File: src/rtl/food_spawn_ctrl.sv
// Food placement controller for an 8x8 snake board: picks a pseudo-random free
// cell, falls back to a row-major sweep, and tracks eating and score.
module food_spawn_ctrl (
    input  logic       clk_food,
    input  logic       reset,
    input  logic [7:0] row_1,
    input  logic [7:0] row_2,
    input  logic [7:0] row_3,
    input  logic [7:0] row_4,
    input  logic [7:0] row_5,
    input  logic [7:0] row_6,
    input  logic [7:0] row_7,
    input  logic [7:0] row_8,
    input  logic [2:0] head_x,
    input  logic [2:0] head_y,
    input  logic       start,
    output logic [2:0] food_x,
    output logic [2:0] food_y,
    output logic       food_valid,
    output logic       food_collide,
    output logic       spawn_busy,
    output logic       board_full,
    output logic [7:0] score
);

    typedef enum logic [2:0] {
        IDLE,
        SPAWN,
        SCAN,
        PLACED,
        FULL
    } state_t;

    state_t      state;
    state_t      state_next;
    logic [7:0]  lfsr;
    logic [2:0]  try_cnt;
    logic [2:0]  try_next;
    logic [5:0]  scan_idx;
    logic [5:0]  idx_next;
    logic [2:0]  food_x_next;
    logic [2:0]  food_y_next;
    logic        collide_next;
    logic [7:0]  score_next;

    logic [63:0] occ;
    logic [2:0]  cand_x;
    logic [2:0]  cand_y;
    logic        cand_free;
    logic        head_hit;

    // Occupancy is flattened so that cell (x,y) sits at bit index {y,x}.
    assign occ = {row_8, row_7, row_6, row_5, row_4, row_3, row_2, row_1};

    always_comb begin
        cand_x = lfsr[2:0];
        cand_y = lfsr[5:3];
        if (state == SCAN) begin
            cand_x = scan_idx[2:0];
            cand_y = scan_idx[5:3];
        end
    end

    assign cand_free = !occ[{cand_y, cand_x}] && !((cand_x == head_x) && (cand_y == head_y));
    assign head_hit  = (head_x == food_x) && (head_y == food_y);

    always_comb begin
        state_next   = state;
        try_next     = try_cnt;
        idx_next     = scan_idx;
        food_x_next  = food_x;
        food_y_next  = food_y;
        collide_next = 1'b0;
        score_next   = score;
        case (state)
            IDLE: begin
                if (start) begin
                    state_next = SPAWN;
                    try_next   = 3'd0;
                end
            end
            SPAWN: begin
                if (cand_free) begin
                    food_x_next = cand_x;
                    food_y_next = cand_y;
                    state_next  = PLACED;
                end else if (try_cnt == 3'd7) begin
                    state_next = SCAN;
                    idx_next   = 6'd0;
                end else begin
                    try_next = try_cnt + 3'd1;
                end
            end
            SCAN: begin
                if (cand_free) begin
                    food_x_next = cand_x;
                    food_y_next = cand_y;
                    state_next  = PLACED;
                end else if (scan_idx == 6'd63) begin
                    state_next = FULL;
                end else begin
                    idx_next = scan_idx + 6'd1;
                end
            end
            PLACED: begin
                if (head_hit) begin
                    state_next   = SPAWN;
                    try_next     = 3'd0;
                    collide_next = 1'b1;
                    score_next   = score + 8'd1;
                end
            end
            FULL: state_next = FULL;
            default: state_next = IDLE;
        endcase
    end

    // Status flags are registered from the next state so they align with it.
    always_ff @(posedge clk_food) begin
        if (reset) begin
            state        <= IDLE;
            lfsr         <= 8'hA5;
            try_cnt      <= 3'd0;
            scan_idx     <= 6'd0;
            food_x       <= 3'd0;
            food_y       <= 3'd0;
            food_valid   <= 1'b0;
            food_collide <= 1'b0;
            spawn_busy   <= 1'b0;
            board_full   <= 1'b0;
            score        <= 8'd0;
        end else begin
            state        <= state_next;
            lfsr         <= {lfsr[6:0], lfsr[7] ^ lfsr[5] ^ lfsr[4] ^ lfsr[3]};
            try_cnt      <= try_next;
            scan_idx     <= idx_next;
            food_x       <= food_x_next;
            food_y       <= food_y_next;
            food_valid   <= (state_next == PLACED);
            food_collide <= collide_next;
            spawn_busy   <= (state_next == SPAWN) || (state_next == SCAN);
            board_full   <= (state_next == FULL);
            score        <= score_next;
        end
    end

endmodule

File: config.mk
export PLATFORM = sky130hd
export DESIGN_NAME = food_spawn_ctrl
export DESIGN_NICKNAME = d
export VERILOG_FILES = /design/src/rtl/food_spawn_ctrl.sv
export SDC_FILE = /design/constraint.sdc
export NUM_CORES = 1
export LEC_CHECK = 0
export ABC_AREA = 1
export ABC_CLOCK_PERIOD_IN_PS = 2600
export BUFFER_PORTS_ARGS = -buffer_cell sky130_fd_sc_hd__buf_2
export CORE_UTILIZATION = 52
export CTS_CLUSTER_SIZE = 25
export DETAILED_ROUTE_END_ITERATION = 6
export GPL_TIMING_DRIVEN = 0
export PLACE_DENSITY = 0.81
export SLEW_MARGIN = 5
export SYNTH_ARGS = -nofsm -noshare
export SYNTH_HDL_FRONTEND = slang
export SYNTH_SLANG_ARGS = --single-unit
File: constraint.sdc
create_clock -name clk_food -period 2.6 [get_ports clk_food]
set_input_delay 0.52 -clock clk_food [delete_from_list [all_inputs] [get_ports clk_food]]
set_output_delay 0.52 -clock clk_food [all_outputs]
set_load 0.01 [all_outputs]
Yosys cells after proc, flatten, opt, wreduce, memory -nomap -nowiden. Cells that the tools add are included.

Flip-flop bits (word level): 38. Latch bits: 0. Bits in writable memories: 0. ROM bits: 0. Word-level logic and storage cells: 77. Memories kept: 0.

Add/subtract/negate cells: 3. Multiply operators: 0. Div/mod/pow operators: 0. $lt $le $gt $ge: 1. Eq/ne operators: 21. Shift operators: 0. Muxes and demuxes: 22. Bitwise logic cells: 4. Reduce and logical (&&, ||, !) cells: 15.

Operators by type and width (count): 2-to-1 mux 3 bit (12); 2-to-1 mux 6 bit (4); one-hot mux 3 bit (5 select lines) (1); != test 2 bit, second input constant (7); equality test 3 x 2 -> 1 bit, second input constant (4); equality test 3 bit (4); one-hot mux 6 bit (2 select lines) (1); AND reduction 5 bit (2); equality test 3 bit, second input constant (3); one-hot mux 3 bit (3 select lines) (1); adder 8 x 1 -> 8 bit, second input constant (1); < comparator 6 x 7 -> 1 bit, second input constant (1); adder 6 x 1 -> 6 bit, second input constant (1); binary-select mux 1 bit (select 6 bit) (1); equality test 3 x 1 -> 1 bit, second input constant (2); equality test 6 bit, second input constant (1); AND reduction 2 bit (2); OR reduction 2 bit (2); adder 3 x 1 -> 3 bit, second input constant (1); logical AND 1 bit (3); zero test 3 bit (1); nonzero test 3 bit (1); bitwise XOR 1 bit (3); zero test 1 bit (2); other kinds (4) (5).

Logic depth before layout (Yosys ltp).
Depth after elaboration: 10. Depth in mapped cells: 18. Gate-level depth less buffers: 18.

Least setup slack after synthesis. OpenSTA, ideal clock, no wires.

Kind: register to register. Start: reg state[0]. End: reg food_x[1]. Setup time: 0.113 ns. Arrival: 1.981 ns. Data required time: 2.487 ns. Path slack: 0.506 ns. Cell stages (with the launch flop): 16. Path through: dfxtp_1 > inv_1 > nand3_4 > o21ai_2 > buf_2 > nand3_1 > nand3_1 > nand3_1 > nand3_1 > nand3_2 > nand3_4 > o21bai_4 > buf_6 > nand2_1 > nand2_1 > nor2_1.

Longest elaborated chain between the ends: 7. Elaborated cells on any way between the ends: 14.

Ends and longest elaborated chain: from (decl) (line 34) `state_t state;`; from (signal assigned) (line 133) `state <= state_next;`; equality test 3 x 2 -> 1 bit (line 58, 75); 2-to-1 mux 3 bit (line 58) `if (state == SCAN) begin`; binary-select mux 1 bit (select 6 bit) / equality test 3 bit (equally long branches) (line 64) `assign cand_free = !occ[{cand_y, cand_x}] && !((cand_x == head_x) && (cand_y == head_y));`; 2-to-1 mux 1 bit (implied by the code) / logical AND 1 bit (equally long branches) (line 64); zero test 1 bit (line 64); logical AND 1 bit (line 64); AND reduction 2 bit (no line); to (signal assigned) (line 137) `food_x <= food_x_next;`; to (decl) (line 17) `output logic [2:0] food_x,`.

Parallel ways exist; a longest one is shown, timed or not. The select of a mux whose other input is x is not followed. A chain may end at the register's enable or synchronous reset.

Final worst setup path.
Start: reg state[2]. End: reg food_x[0].

The elaborated chain is that of the path after synthesis.

==> flow_summary.json <==
{
  "synth.area.mux_share_pct": 0,
  "worst-path-stages": 15,
  "detailedRoute.firstPassIterationCount": 4,
  "cts_max_path_buffers": 2,
  "endpoint_kind": "register",
  "achievable_frequency_mhz": 413,
  "post-route-util_pct": 70.5,
  "synthesis.area_per_instance_um2": 6.42,
  "cp_slowest_cell": "sky130_fd_sc_hd__dfxtp_1",
  "worst_pin_slew_ns": 0.541,
  "cp_top_family": "simple AND/OR/NAND/NOR gates",
  "detailroute.via_count": 3192,
  "synth_top_family_by_area": "simple AND/OR/NAND/NOR gates",
  "floorplan.die_area_mm2": 0.00580,
  "drcViolationCount": 0,
  "power.share.switching_pct": 39.2,
  "number_of_enable_type_register_cells_in_the_synthesized_netlist": 0,
  "cts.reportedPaths.clkPinSlew_ns": 0.08,
  "route.antenna.remaining_nets": 0,
  "grt_start_max_net_pins": 13,
  "ys_seq_area_share_pct": 26.6,
  "post_cts_hold_fix_bufs": 0,
  "asyncSetResetFlopFracSynth_pct": 0,
  "routed_wirelength_um": 7570,
  "chipWidth_um": 76.1,
  "synth-compound-area-share_pct": 9.59,
  "yosysMostFrequentCell": "sky130_fd_sc_hd__nand2_1",
  "run_status": "complete, no violations",
  "hold_path.class": "reg -> reg",
  "worstPathArrival_ns": 2.65,
  "timing.final.max_slew_violations": 0,
  "antenna_found_initial": 0,
  "io-pin-count": 91,
  "fin_skew_ns": 0.00908,
  "power_leakage_nw": 1.89,
  "cts_inserted_buffers": 5,
  "dpl_worst_slack_ns": -0.0378,
  "route.detailed.wl_per_inst_um": 12.2,
  "seq_power_share_pct": 28.0,
  "timing.setup.critical_path_class": "reg -> reg",
  "critical-path-top-cell-by-count": "sky130_fd_sc_hd__nand3_1",
  "intPower_mw": 1.57,
  "clock_sink_count": 38,
  "synth_top_cell_by_area": "sky130_fd_sc_hd__dfxtp_1",
  "synthSimpleGateAreaFrac_pct": 45.0,
  "synthTopCellsByArea": "sky130_fd_sc_hd__dfxtp_1, sky130_fd_sc_hd__nand2_1, sky130_fd_sc_hd__nand3_1",
  "cts_max_level": 2,
  "viasPerCell": 5.14,
  "place.port_buffers": 89,
  "synthAdderAreaFrac_pct": 1.75,
  "synthToLayoutAreaGrowth_pct": 28.3,
  "synth-main-ff-cell": "sky130_fd_sc_hd__dfxtp_1",
  "netlist_top_cells_count": "sky130_fd_sc_hd__nand2_1, sky130_fd_sc_hd__inv_1, sky130_fd_sc_hd__nand3_1, sky130_fd_sc_hd__nor2_1, sky130_fd_sc_hd__dfxtp_1",
  "totalPowerFinal_mw": 2.59,
  "final_min_period_over_clock_period_pct": 93.2,
  "critical_path_buf_inv_count": 4,
  "chip_height_um": 76.1,
  "layout_setup_ws_ns": 0.177,
  "grt.overflow.total": 0,
  "synth.ff_latch_count": 38,
  "drive_gt1_share_pct": 26.9,
  "hold_violations": 0,
  "combPwrFrac_pct": 48.1,
  "ff2ff_path_depth": 15,
  "grt_pass1_vias": 2846,
  "finalNetCount": 627,
  "max_cap_viols": 0,
  "core_area_mm2": 0.00520,
  "wire_length_of_the_first_global_routing_pass_um": 12400,
  "synth_area_mm2": 0.00286,
  "power_frac_clock_pct": 23.9,
  "synth.lib_cells_used.distinct": 37,
  "std_cell_rows": 26,
  "path_cells": "inv_2 -> nand3_4 -> buf_4 -> o21ai_2 -> buf_6 -> nand3_1 -> nand3_1 -> nand3_1 -> nand3_2 -> nand3_4 -> o21bai_4 -> buf_6 -> nand2_1 -> nand2_1 -> nor2_1",
  "yosys_warnings": 0,
  "insertedDiodeCount": 0,
  "maximum_fanout_along_the_worst_path": 10,
  "area_fraction_of_the_dominant_cell_type_after_synthesis_pct": 26.6,
  "critical_path.max_stage_delay_ns": 0.33,
  "whs_ns": 0.416,
  "hpwl_um": 5620,
  "netsw_mw": 1.01,
  "cts_tree": "yes",
  "yosys.area_share.xor_xnor_pct": 3.68,
  "maxSlewHeadroom_pct": 63.6,
  "pwr_density_cell_mw_per_mm2": 706,
  "timing.final.crit_period_ns": 2.42,
  "timing.critical_path.from_type": "register",
  "finalSetupTns_ns": 0,
  "syn-num-nets": 522,
  "finalSetupViolations": 0,
  "start_util_pct": 54.9,
  "worst_voltage_drop_across_the_vdd_grid_mv": 0.505,
  "cts_root_buf": "sky130_fd_sc_hd__clkbuf_8",
  "drt_iter0_markers": 132,
  "insertion_delay_ns": 0.30,
  "final_weighted_congestion_in_routability_driven_placement": 0.874,
  "min_delay_path_depth": 1,
  "grt_use_total_pct": 25.9,
  "critical_path_required_ns": 2.83,
  "synthesis.instances": 445
}
-- final cells by class --
class / count / area [um2]
clock buffers: 6 / 82.6
plain buffers: 18 / 134
repair buffers: 98 / 513
inverters: 72 / 270
flip-flops and latches: 38 / 762
fillers: 454 / 1540
multi-input cells: 317 / 1760
clock inverters: 2 / 60.1
well taps: 70 / 87.6
-- registers in the layout, indices dropped and copies added, names as in the netlist --
register,cells
scan_idx,6
score,8
board_full,1
spawn_busy,1
food_collide,1
food_y,3
food_valid,1
try_cnt,3
lfsr,8
food_x,3
state,3
-- worst register-to-register path, stage by stage (launching register included) --
cell	delay [ns]
sky130_fd_sc_hd__dfxtp_1	0.33
sky130_fd_sc_hd__inv_2	0.13
sky130_fd_sc_hd__nand3_4	0.20
sky130_fd_sc_hd__buf_4	0.20
sky130_fd_sc_hd__o21ai_2	0.21
sky130_fd_sc_hd__buf_6	0.16
sky130_fd_sc_hd__nand3_1	0.11
sky130_fd_sc_hd__nand3_1	0.10
sky130_fd_sc_hd__nand3_1	0.09
sky130_fd_sc_hd__nand3_2	0.11
sky130_fd_sc_hd__nand3_4	0.13
sky130_fd_sc_hd__o21bai_4	0.23
sky130_fd_sc_hd__buf_6	0.15
sky130_fd_sc_hd__nand2_1	0.06
sky130_fd_sc_hd__nand2_1	0.04
sky130_fd_sc_hd__nor2_1	0.11
-- layout by cell type (no fill, tap or decap), types with 7 or more instances in the layout --
cell type                    n
sky130_fd_sc_hd__nand2_1   103
sky130_fd_sc_hd__buf_2      90
sky130_fd_sc_hd__inv_1      66
sky130_fd_sc_hd__nand3_1    61
sky130_fd_sc_hd__nor2_1     41
sky130_fd_sc_hd__dfxtp_1    37
sky130_fd_sc_hd__nand3b_1   25
sky130_fd_sc_hd__a21oi_1    14
sky130_fd_sc_hd__xor2_1     11
sky130_fd_sc_hd__buf_4      10
sky130_fd_sc_hd__nand4_1     8
sky130_fd_sc_hd__o21ai_0     7
sky130_fd_sc_hd__buf_6       7
-- stage by stage --
step	instance area [um2]	cells
after floorplan	2860	445
after global placement	3390	604
after detailed placement	3390	604
after CTS	3530	612
after global routing	3670	621
final	3670	621
-- per-layer routing --
metal,global-route usage [%],wire length (um),up-vias
met5,0,0,-
met4,9.62,185,0
met3,4.31,501,15
met2,46.3,3650,116
met1,30.9,3230,1418
li1,-,-,1643
-- path summary, 6_finish.rpt --
path / from / to / slack, ns
max: state[2]$_SDFF_PP0_ / food_x[0]$_SDFFE_PP0P_ / 0.18
min: lfsr[6]$_SDFF_PP0_ / lfsr[7]$_SDFF_PP1_ / 0.42
max reg2reg: state[2]$_SDFF_PP0_ / food_x[0]$_SDFFE_PP0P_ / 0.18
min reg2reg: lfsr[6]$_SDFF_PP0_ / lfsr[7]$_SDFF_PP1_ / 0.42
-- power groups by stage --
stage	clock (mW)	combinational, mW	sequential, mW
after global placement	0	1.13	0.732
after global routing	0.647	1.39	0.736
after detailed placement	0	1.15	0.735
after CTS	0.626	1.16	0.722
after floorplan	0	0.853	0.745
final	0.617	1.25	0.725
-- kinds of logic (layout without fill, tap and decap cells) --
group	count (synthesis)	after routing
buffers and inverters	90	196
adder cells (fa/ha/maj)	4	4
AO/OA/AOI/OAI	39	39
XOR/XNOR	12	12
flip-flops	38	38
AND/OR/NAND/NOR	262	262
-- repair_timing --
action | CTS | global route
buffers inserted | 0 | 8
gates resized for setup | 0 | 23
setup endpoints to repair | 0 | 18
Power figures use the tool's default switching activity.
